--- src/rtl/mem_port_arbiter.sv ---
// Purpose: shares one memory bus between instruction fetch (IF) and load/store (LS); one outstanding transaction, round-robin on ties.
// Latency: req sampled in IDLE -> mem_valid next cycle -> ack the cycle after the bus response (minimum 2 cycles req-to-ack).
// Backpressure: mem_ready stalls the address phase, mem_rvalid the response; requesters hold req until ack; busy high outside IDLE.
// Optional feature: define MEM_ARB_TIMEOUT_EN to enable a bus watchdog of TIMEOUT_CYCLES that acks with err=1 and rdata=0.
module mem_port_arbiter #(
  parameter int ADDR_W         = 32,
  parameter int DATA_W         = 32,
  parameter int TIMEOUT_CYCLES = 255
) (
  input  logic                clk,
  input  logic                reset,
  input  logic                if_req,
  input  logic [ADDR_W-1:0]   if_addr,
  output logic                if_ack,
  output logic [DATA_W-1:0]   if_rdata,
  output logic                if_err,
  input  logic                ls_req,
  input  logic                ls_we,
  input  logic [ADDR_W-1:0]   ls_addr,
  input  logic [DATA_W-1:0]   ls_wdata,
  input  logic [DATA_W/8-1:0] ls_strb,
  output logic                ls_ack,
  output logic [DATA_W-1:0]   ls_rdata,
  output logic                ls_err,
  output logic                mem_valid,
  input  logic                mem_ready,
  output logic                mem_we,
  output logic [ADDR_W-1:0]   mem_addr,
  output logic [DATA_W-1:0]   mem_wdata,
  output logic [DATA_W/8-1:0] mem_strb,
  input  logic                mem_rvalid,
  input  logic [DATA_W-1:0]   mem_rdata,
  output logic                busy
);

  localparam int STRB_W = DATA_W / 8;

  typedef enum logic [1:0] {
    S_IDLE = 2'd0,
    S_ADDR = 2'd1,
    S_RESP = 2'd2,
    S_ACK  = 2'd3
  } state_t;

  state_t              state_q, state_d;
  // 1 = most recent grant went to LS; while a transaction is open it also names the owner
  logic                last_ls_q, last_ls_d;
  logic                mem_valid_q, mem_valid_d;
  logic                mem_we_q, mem_we_d;
  logic [ADDR_W-1:0]   mem_addr_q, mem_addr_d;
  logic [DATA_W-1:0]   mem_wdata_q, mem_wdata_d;
  logic [STRB_W-1:0]   mem_strb_q, mem_strb_d;
  logic                if_ack_q, if_ack_d;
  logic [DATA_W-1:0]   if_rdata_q, if_rdata_d;
  logic                if_err_q, if_err_d;
  logic                ls_ack_q, ls_ack_d;
  logic [DATA_W-1:0]   ls_rdata_q, ls_rdata_d;
  logic                ls_err_q, ls_err_d;
  logic                busy_q, busy_d;

  logic                grant_ls;
  logic                complete;
  logic                expire;

`ifdef MEM_ARB_TIMEOUT_EN
  // counter holds 0..TIMEOUT_CYCLES-1; the last value marks the final allowed wait cycle
  localparam int              CNT_W    = (TIMEOUT_CYCLES < 2) ? 1 : $clog2(TIMEOUT_CYCLES);
  localparam logic [CNT_W-1:0] CNT_LAST = CNT_W'(TIMEOUT_CYCLES - 1);
  logic [CNT_W-1:0] cnt_q, cnt_d;
`endif

  // next-state and next-output computation for the arbiter FSM
  always_comb begin
    state_d     = state_q;
    last_ls_d   = last_ls_q;
    mem_valid_d = mem_valid_q;
    mem_we_d    = mem_we_q;
    mem_addr_d  = mem_addr_q;
    mem_wdata_d = mem_wdata_q;
    mem_strb_d  = mem_strb_q;
    if_ack_d    = 1'b0;
    if_rdata_d  = '0;
    if_err_d    = 1'b0;
    ls_ack_d    = 1'b0;
    ls_rdata_d  = '0;
    ls_err_d    = 1'b0;
    grant_ls    = 1'b0;
    complete    = 1'b0;
    expire      = 1'b0;
`ifdef MEM_ARB_TIMEOUT_EN
    cnt_d       = cnt_q;
`endif

    unique case (state_q)
      S_IDLE: begin
        if (if_req || ls_req) begin
          // a tie goes to whichever port did not win last time
          grant_ls    = ls_req && (!if_req || !last_ls_q);
          last_ls_d   = grant_ls;
          state_d     = S_ADDR;
          mem_valid_d = 1'b1;
          if (grant_ls) begin
            mem_we_d    = ls_we;
            mem_addr_d  = ls_addr;
            mem_wdata_d = ls_wdata;
            mem_strb_d  = ls_strb;
          end else begin
            mem_we_d    = 1'b0;
            mem_addr_d  = if_addr;
            mem_wdata_d = '0;
            mem_strb_d  = '1;
          end
`ifdef MEM_ARB_TIMEOUT_EN
          cnt_d = '0;
`endif
        end
      end
      S_ADDR: begin
        if (mem_ready && mem_rvalid) begin
          complete = 1'b1;
        end else if (mem_ready) begin
          state_d     = S_RESP;
          mem_valid_d = 1'b0;
        end
      end
      S_RESP: begin
        complete = mem_rvalid;
      end
      S_ACK: begin
        state_d = S_IDLE;
      end
      default: begin
        state_d = S_IDLE;
      end
    endcase

`ifdef MEM_ARB_TIMEOUT_EN
    // a real completion in the limit cycle takes priority over the watchdog
    if (state_q == S_ADDR || state_q == S_RESP) begin
      cnt_d  = cnt_q + 1'b1;
      expire = !complete && (cnt_q == CNT_LAST);
    end
`endif

    if (complete || expire) begin
      state_d     = S_ACK;
      mem_valid_d = 1'b0;
      if (last_ls_q) begin
        ls_ack_d   = 1'b1;
        ls_rdata_d = complete ? mem_rdata : '0;
        ls_err_d   = expire;
      end else begin
        if_ack_d   = 1'b1;
        if_rdata_d = complete ? mem_rdata : '0;
        if_err_d   = expire;
      end
    end
  end

  assign busy_d = (state_d != S_IDLE);

  // state and registered outputs; reset abandons any open transaction without an ack
  always_ff @(posedge clk) begin
    if (reset) begin
      state_q     <= S_IDLE;
      last_ls_q   <= 1'b1;
      mem_valid_q <= 1'b0;
      mem_we_q    <= 1'b0;
      mem_addr_q  <= '0;
      mem_wdata_q <= '0;
      mem_strb_q  <= '0;
      if_ack_q    <= 1'b0;
      if_rdata_q  <= '0;
      if_err_q    <= 1'b0;
      ls_ack_q    <= 1'b0;
      ls_rdata_q  <= '0;
      ls_err_q    <= 1'b0;
      busy_q      <= 1'b0;
`ifdef MEM_ARB_TIMEOUT_EN
      cnt_q       <= '0;
`endif
    end else begin
      state_q     <= state_d;
      last_ls_q   <= last_ls_d;
      mem_valid_q <= mem_valid_d;
      mem_we_q    <= mem_we_d;
      mem_addr_q  <= mem_addr_d;
      mem_wdata_q <= mem_wdata_d;
      mem_strb_q  <= mem_strb_d;
      if_ack_q    <= if_ack_d;
      if_rdata_q  <= if_rdata_d;
      if_err_q    <= if_err_d;
      ls_ack_q    <= ls_ack_d;
      ls_rdata_q  <= ls_rdata_d;
      ls_err_q    <= ls_err_d;
      busy_q      <= busy_d;
`ifdef MEM_ARB_TIMEOUT_EN
      cnt_q       <= cnt_d;
`endif
    end
  end

  assign mem_valid = mem_valid_q;
  assign mem_we    = mem_we_q;
  assign mem_addr  = mem_addr_q;
  assign mem_wdata = mem_wdata_q;
  assign mem_strb  = mem_strb_q;
  assign if_ack    = if_ack_q;
  assign if_rdata  = if_rdata_q;
  assign if_err    = if_err_q;
  assign ls_ack    = ls_ack_q;
  assign ls_rdata  = ls_rdata_q;
  assign ls_err    = ls_err_q;
  assign busy      = busy_q;

endmodule
--- config.mk ---
export PLATFORM = sky130hd
export DESIGN_NAME = mem_port_arbiter
export DESIGN_NICKNAME = d
export VERILOG_FILES = /design/src/rtl/mem_port_arbiter.sv
export SDC_FILE = /design/constraint.sdc
export NUM_CORES = 1
export LEC_CHECK = 0
export CORE_ASPECT_RATIO = 1.1
export CORE_MARGIN = 5
export CORE_UTILIZATION = 41
export CTS_CLUSTER_SIZE = 30
export DETAILED_ROUTE_END_ITERATION = 7
export HOLD_SLACK_MARGIN = 0.06
export PLACE_DENSITY = 0.85
export SLEW_MARGIN = 20
export SYNTH_ARGS = -nofsm -noshare
export SYNTH_HDL_FRONTEND = slang
export SYNTH_SLANG_ARGS = --single-unit
--- constraint.sdc ---
create_clock -name clk -period 2.6 [get_ports clk]
set_input_delay 0.26 -clock clk [delete_from_list [all_inputs] [get_ports clk]]
set_output_delay 0.26 -clock clk [all_outputs]
set_load 0.03 [all_outputs]
==> flow_metrics.tcl, run 1 <==
set metrics [dict create \
    outcome "finished, final reports clean" \
    synth_top_family_by_area "simple AND/OR/NAND/NOR gates" \
    grt_pass1_vias 4705 \
    detail_route.wl_per_cell_um 16.7 \
    portBuffers 275 \
    vias 4572 \
    syn_avg_cell_area_um2 9.69 \
    synth_cells 490 \
    intPower_mw 4.72 \
    busiest_layer "met2" \
    regToRegStartpoint "state_q[1]$_SDFF_PP0_" \
    setup_violations 0 \
    cp_slowest_cell "o21a_2" \
    fin_cells 917 \
    r2r_end "mem_addr[10]$_SDFFE_PP0P_" \
    worst-r2r-setup-slack_ns 0.69 \
    drv_cap 0 \
    cts_resized 0 \
    area_growth_pct 71.2 \
    cts_tree "built" \
    synth_seq_cells 140 \
    endpoint_kind "flip-flop" \
    clk_pin_slew_ns 0.06 \
    synthMuxAreaShare 0 \
    worst-path-max-fanout 59 \
    worstHoldPathCells 2 \
    ys_async_sr_fraction 0 \
    rsz0062_at_grt "no" \
    track_usage 0.215 \
    drc 0 \
    num-nets-final 898 \
    dp_cells 885 \
    synth_area_um2 4750 \
    p_clk_frac 0.310 \
    p_leak_nw 3.26 \
    final_cell_mix "274 x clkdlybuf4s50_1, 140 x dfxtp_1, 75 x nor2_1, 69 x nand2_1" \
    synth_edf_count 0 \
    coreArea_um2 11400 \
    pwr-share-seq 0.357 \
    max-slew-margin-rel 0.551 \
    num_io_pins 278 \
    hp-start "reset" \
    postCtsSetupRepairBufs 0 \
    fin_tns_setup_ns 0 \
    wl_um 15300 \
    synthTopCellsByArea "dfxtp_1 59%, nor2_1 5.9%, a311oi_1 5.9%" \
    cts-root-buf "clkbuf_16" \
    cts_max_level 4 \
    utilization 0.714 \
    clock-sinks 140 \
    fin_crit_sh 0.735 \
    synthAdderAreaFrac 0.0132 \
    postCtsHoldBufs 0 \
    yosysTopAreaCellShare 0.590 \
    ys_types 31 \
    slowest_delay_ns 0.35 \
    period_minus_slack_ns 1.91 \
    cp.arrival_ns 2.22 \
    die_x_um 113 \
    slew_viol_final 0 \
    clk_path_buf_depth 2 \
    setup_slack_ns 0.688 \
    p_per_area_nw_per_um2 895 \
    hold_class "primary input to flip-flop" \
    synth_compound_area_frac 0.130 \
    ys.flop_type "dfxtp_1" \
    critPathKind "flip-flop to flip-flop" \
    insertion_delay_ns 0.41 \
    antenna_found_initial 0 \
    use_met3 0.0745 \
    yosys_warnings 0 \
    gp_congestion 0.796 \
    tightest_slew_ns 0.673 \
    max_freq_ghz 0.523 \
    vias_per_cell 4.99 \
    dp_hpwl_um 11400 \
    grtUsageMet1 0.221 \
    p_comb_frac 0.333 \
    dieArea_um2 13800 \
    hold_viol_final 0 \
    grt-ovfl-total 0 \
    synth_xor_area_frac 0 \
    mostFrequentLayoutCell "clkdlybuf4s50_1" \
    r2r_cells 6 \
    dp_worst_setup_slack_ns 0.161 \
    die_h_um 123 \
    drtPass1Iterations 4 \
    final_layout_size_suffix_gt1_frac 0.0652 \
    startpoint_type "flip-flop" \
    antennaDiodeCount 0 \
    numCtsBuffers 17 \
    whs_endpoint "mem_strb[1]$_SDFFE_PP0P_" \
    p_sw_mw 2.56 \
    antenna_left 0 \
    fin_skew_ns 0.0160 \
    switching_share 0.351 \
    synth.largest_area_cell "dfxtp_1" \
    start_util 0.417 \
    drt_iter0_markers 237 \
    crit_required_ns 2.91 \
    ys_seq_area_frac 0.590 \
    crit_chain "inv_1, ha_1, o21a_2, buf_12, nor2_1, a311oi_1" \
    rows 41 \
    met2_usage 0.384 \
    synthSimpleGateAreaFrac 0.220 \
    ir_drop_uv 496 \
    grt_start_max_net_pins 66 \
    grt_first_pass_wirelength_um 23500 \
]
[worst max-delay path, delay by kind of cell (launching register included)]
family | cells | cell delay (ns)
buf+inv | 2 | 0.43
simple gates | 1 | 0.08
compound gates | 2 | 0.62
fa+ha+maj | 1 | 0.33
flops | 1 | 0.33
[sequential cells by signal, indices dropped and copies added, names as in the netlist]
register	cells
if_rdata	32
ls_rdata	32
mem_addr	32
mem_wdata	32
mem_strb	4
state_q	2
busy	1
if_ack	1
last_ls_q	1
ls_ack	1
mem_valid	1
mem_we	1
[worst max-delay path by stage]
stage	slack (ns)	depth (start not counted)	end	start
final	0.69	6	mem_addr[10]$_SDFFE_PP0P_	state_q[1]$_SDFF_PP0_
after global routing	0.53	6	mem_addr[10]$_SDFFE_PP0P_	state_q[1]$_SDFF_PP0_
after CTS	0.36	5	mem_wdata[19]$_SDFFE_PP0P_	state_q[1]$_SDFF_PP0_
after detailed placement	0.16	5	mem_wdata[26]$_SDFFE_PP0P_	ls_req
after global placement	0.27	5	mem_wdata[12]$_SDFFE_PP0P_	ls_req
after floorplan	1.02	7	if_rdata[10]$_SDFF_PP0_	state_q[1]$_SDFF_PP0_
[layer usage]
metal | vias to the layer above | part of all wire
li1 | 2202 | -
met1 | 2132 | 0.37
met2 | 200 | 0.51
met3 | 38 | 0.083
met4 | 0 | 0.037
met5 | - | 0
[metrics by stage]
step	cell area (um2)	total power, mW	hold slack [ns]
floorplan	4750	4.06	0.382
global placement	7560	5.00	0.479
detailed placement	7560	5.06	0.482
CTS	8130	7.34	0.207
global route	8130	7.61	0.245
finish	8130	7.27	0.230
[power groups by stage]
stage / Combinational [mW] / Clock, mW / Sequential (mW)
floorplan: 0.902 / 0 / 3.16
global placement: 2.37 / 0 / 2.63
detailed placement: 2.43 / 0 / 2.64
CTS: 2.44 / 2.30 / 2.60
global route: 2.58 / 2.39 / 2.63
finish: 2.42 / 2.25 / 2.60
[cell families (layout without fill, tap and decap cells)]
group	count (synthesis)	after routing
AND/OR/NAND/NOR	225	225
flip-flops	140	140
AO/OA/AOI/OAI	76	76
buffers and inverters	43	319
adder cells (fa/ha/maj)	5	5
other	1	2
[final cells by class]
cell class	count	area, um2
Fill cell	852	3260
Inverter	3	11.3
Clock inverter	14	124
Sequential cell	140	2800
Timing Repair Buffer	284	2830
Clock buffer	18	439
Tap cell	150	188
Multi-Input combinational cell	308	1740
[Yosys cell counts, types with 2 or more instances]
library cell,instances
clkbuf_1,18
a21oi_1,4
and2_1,34
clkbuf_2,2
buf_2,12
buf_6,3
a22oi_1,33
nor3b_1,2
nand2_1,69
inv_1,3
a311oi_1,32
or2_2,2
nor3_1,5
and3_1,33
nor2_1,75
ha_1,5
dfxtp_1,140
buf_4,5
Power figures use the tool's default switching activity.
==> inputs of run 2 (changes only) <==
- CORE_UTILIZATION: 41 -> 34
- PLACE_DENSITY: 0.85 -> 0.75
- clock period: 2.6 -> 1.6 ns (I/O delays scaled with it)
==> flow_metrics.tcl, run 2 (same netlist as run 1, synthesis figures left out) <==
set metrics [dict create \
    detail_route.wl_per_cell_um 16.8 \
    mostFrequentLayoutCell "clkdlybuf4s50_1" \
    hold_viol_final 0 \
    crit_required_ns 1.95 \
    p_per_area_nw_per_um2 1420 \
    drv_cap 0 \
    setup_violations 32 \
    cts_max_level 4 \
    dieArea_um2 16400 \
    hold_class "primary input to flip-flop" \
    drtPass1Iterations 4 \
    numCtsBuffers 17 \
    period_minus_slack_ns 1.64 \
    antenna_found_initial 0 \
    vias_per_cell 4.77 \
    final_layout_size_suffix_gt1_frac 0.112 \
    wl_um 16400 \
    cts-root-buf "clkbuf_16" \
    gp_congestion 0.799 \
    fin_crit_sh 1.02 \
    violations "setup timing" \
    grt_start_max_net_pins 48 \
    cp_slowest_cell "or3_4" \
    grt-ovfl-total 0 \
    portBuffers 275 \
    rows 45 \
    p_leak_nw 4.22 \
    antennaDiodeCount 0 \
    clock-sinks 140 \
    clk_pin_slew_ns 0.05 \
    cts_tree "built" \
    slew_viol_final 0 \
    grt_pass1_vias 4851 \
    endpoint_kind "flip-flop" \
    coreArea_um2 13700 \
    vias 4648 \
    num_io_pins 278 \
    dp_hpwl_um 11800 \
    clk_path_buf_depth 2 \
    insertion_delay_ns 0.41 \
    final_cell_mix "185 x clkdlybuf4s50_1, 138 x dfxtp_1, 75 x nor2_1, 68 x nand2_1, 58 x dlygate4sd2_1" \
    outcome "complete, but fails checks" \
    drc 0 \
    start_util 0.346 \
    drt_iter0_markers 215 \
    fin_skew_ns 0.00526 \
    postCtsHoldBufs 0 \
    fin_total_pwr_mw 12.2 \
    cp.arrival_ns 1.99 \
    max_freq_ghz 0.611 \
    startpoint_type "flip-flop" \
    grt_first_pass_wirelength_um 25000 \
    setup_slack_ns -0.0370 \
    crit_chain "inv_4, ha_4, nand2_2, or3_4, nor2_4, bufbuf_16, and2_1" \
    die_x_um 123 \
    slowest_delay_ns 0.35 \
    rsz0062_at_grt "yes" \
    die_h_um 134 \
    ir_drop_uv 761 \
    area_growth_pct 81.1 \
    fin_tns_setup_ns -0.898 \
    num-nets-final 921 \
    worst-path-max-fanout 8 \
    track_usage 0.194 \
    critPathKind "flip-flop to flip-flop" \
    antenna_left 0 \
]
[run 2: cell types whose count changed in the layout (fill, tap and decap cells not counted), sizes merged]
| cell | change |
|---|---|
| clkdlybuf4s50 | -89 |
| dlygate4sd2 | +58 |
| dlymetal6s2s | +31 |
| buf | +21 |
| inv | -8 |
| clkbuf | +4 |
| bufinv | +3 |
| clkinvlp | -3 |
| clkinv | +2 |
| bufbuf | +1 |
[run 2: worst paths after layout]
path / startpoint / endpoint / slack, ns / cells after the start
max reg2reg: state_q[1]$_SDFF_PP0_ / if_rdata[26]$_SDFF_PP0_ / -0.04 / 7
min reg2reg: mem_strb[0]$_SDFFE_PP0P_ / mem_strb[0]$_SDFFE_PP0P_ / 0.49 / 2
max: state_q[1]$_SDFF_PP0_ / if_rdata[26]$_SDFF_PP0_ / -0.04 / 7
min: reset / state_q[1]$_SDFF_PP0_ / 0.21 / 3
[run 2: cell type report]
type	count	area, um2
multi-input cells	308	1820
flip-flops and latches	140	2810
clock buffers	21	460
well taps	188	235
repair buffers	307	3150
inverters	3	13.8
clock inverters	8	119
fillers	1152	5140
[run 2: per-layer routing]
| layer | global-route usage | part of all wire | vias to the layer above |
|---|---|---|---|
| li1 | - | - | 2242 |
| met2 | 0.338 | 0.52 | 222 |
| met5 | 0 | 0 | - |
| met3 | 0.0692 | 0.089 | 46 |
| met1 | 0.201 | 0.36 | 2138 |
| met4 | 0.105 | 0.037 | 0 |
[run 2: stage by stage]
stage	worst slack (ns)	instances	hold slack (ns)	util	cell area, um2
CTS	-0.0771	973	0.190	0.615	8450
global placement	-0.0536	937	0.477	0.565	7770
global route	-0.135	975	0.239	0.626	8600
finish	-0.0370	975	0.209	0.626	8600
detailed placement	-0.162	937	0.481	0.565	7770
floorplan	0.0206	491	0.282	-	4750
[run 2: timing repair]
| item | CTS | global route |
|---|---|---|
| setup endpoints to repair | 97 | 70 |
| resized for setup | 73 | 45 |
| gates cloned | 3 | 1 |
| pin swaps | 0 | 7 |
| buffers inserted | 4 | 1 |
[run 2: worst max-delay path: cells and delay by family (launching register included)]
family	cells	cell delay, ns
buffers and inverters	2	0.33
and+or+nand+nor	4	0.65
DFF	1	0.34
adders and majority gates	1	0.26
[run 2: report_power, final]
group,internal (mW),switching (mW)
Combinational,1.71,2.47
Sequential,3.97,0.235
Clock,2.50,1.35
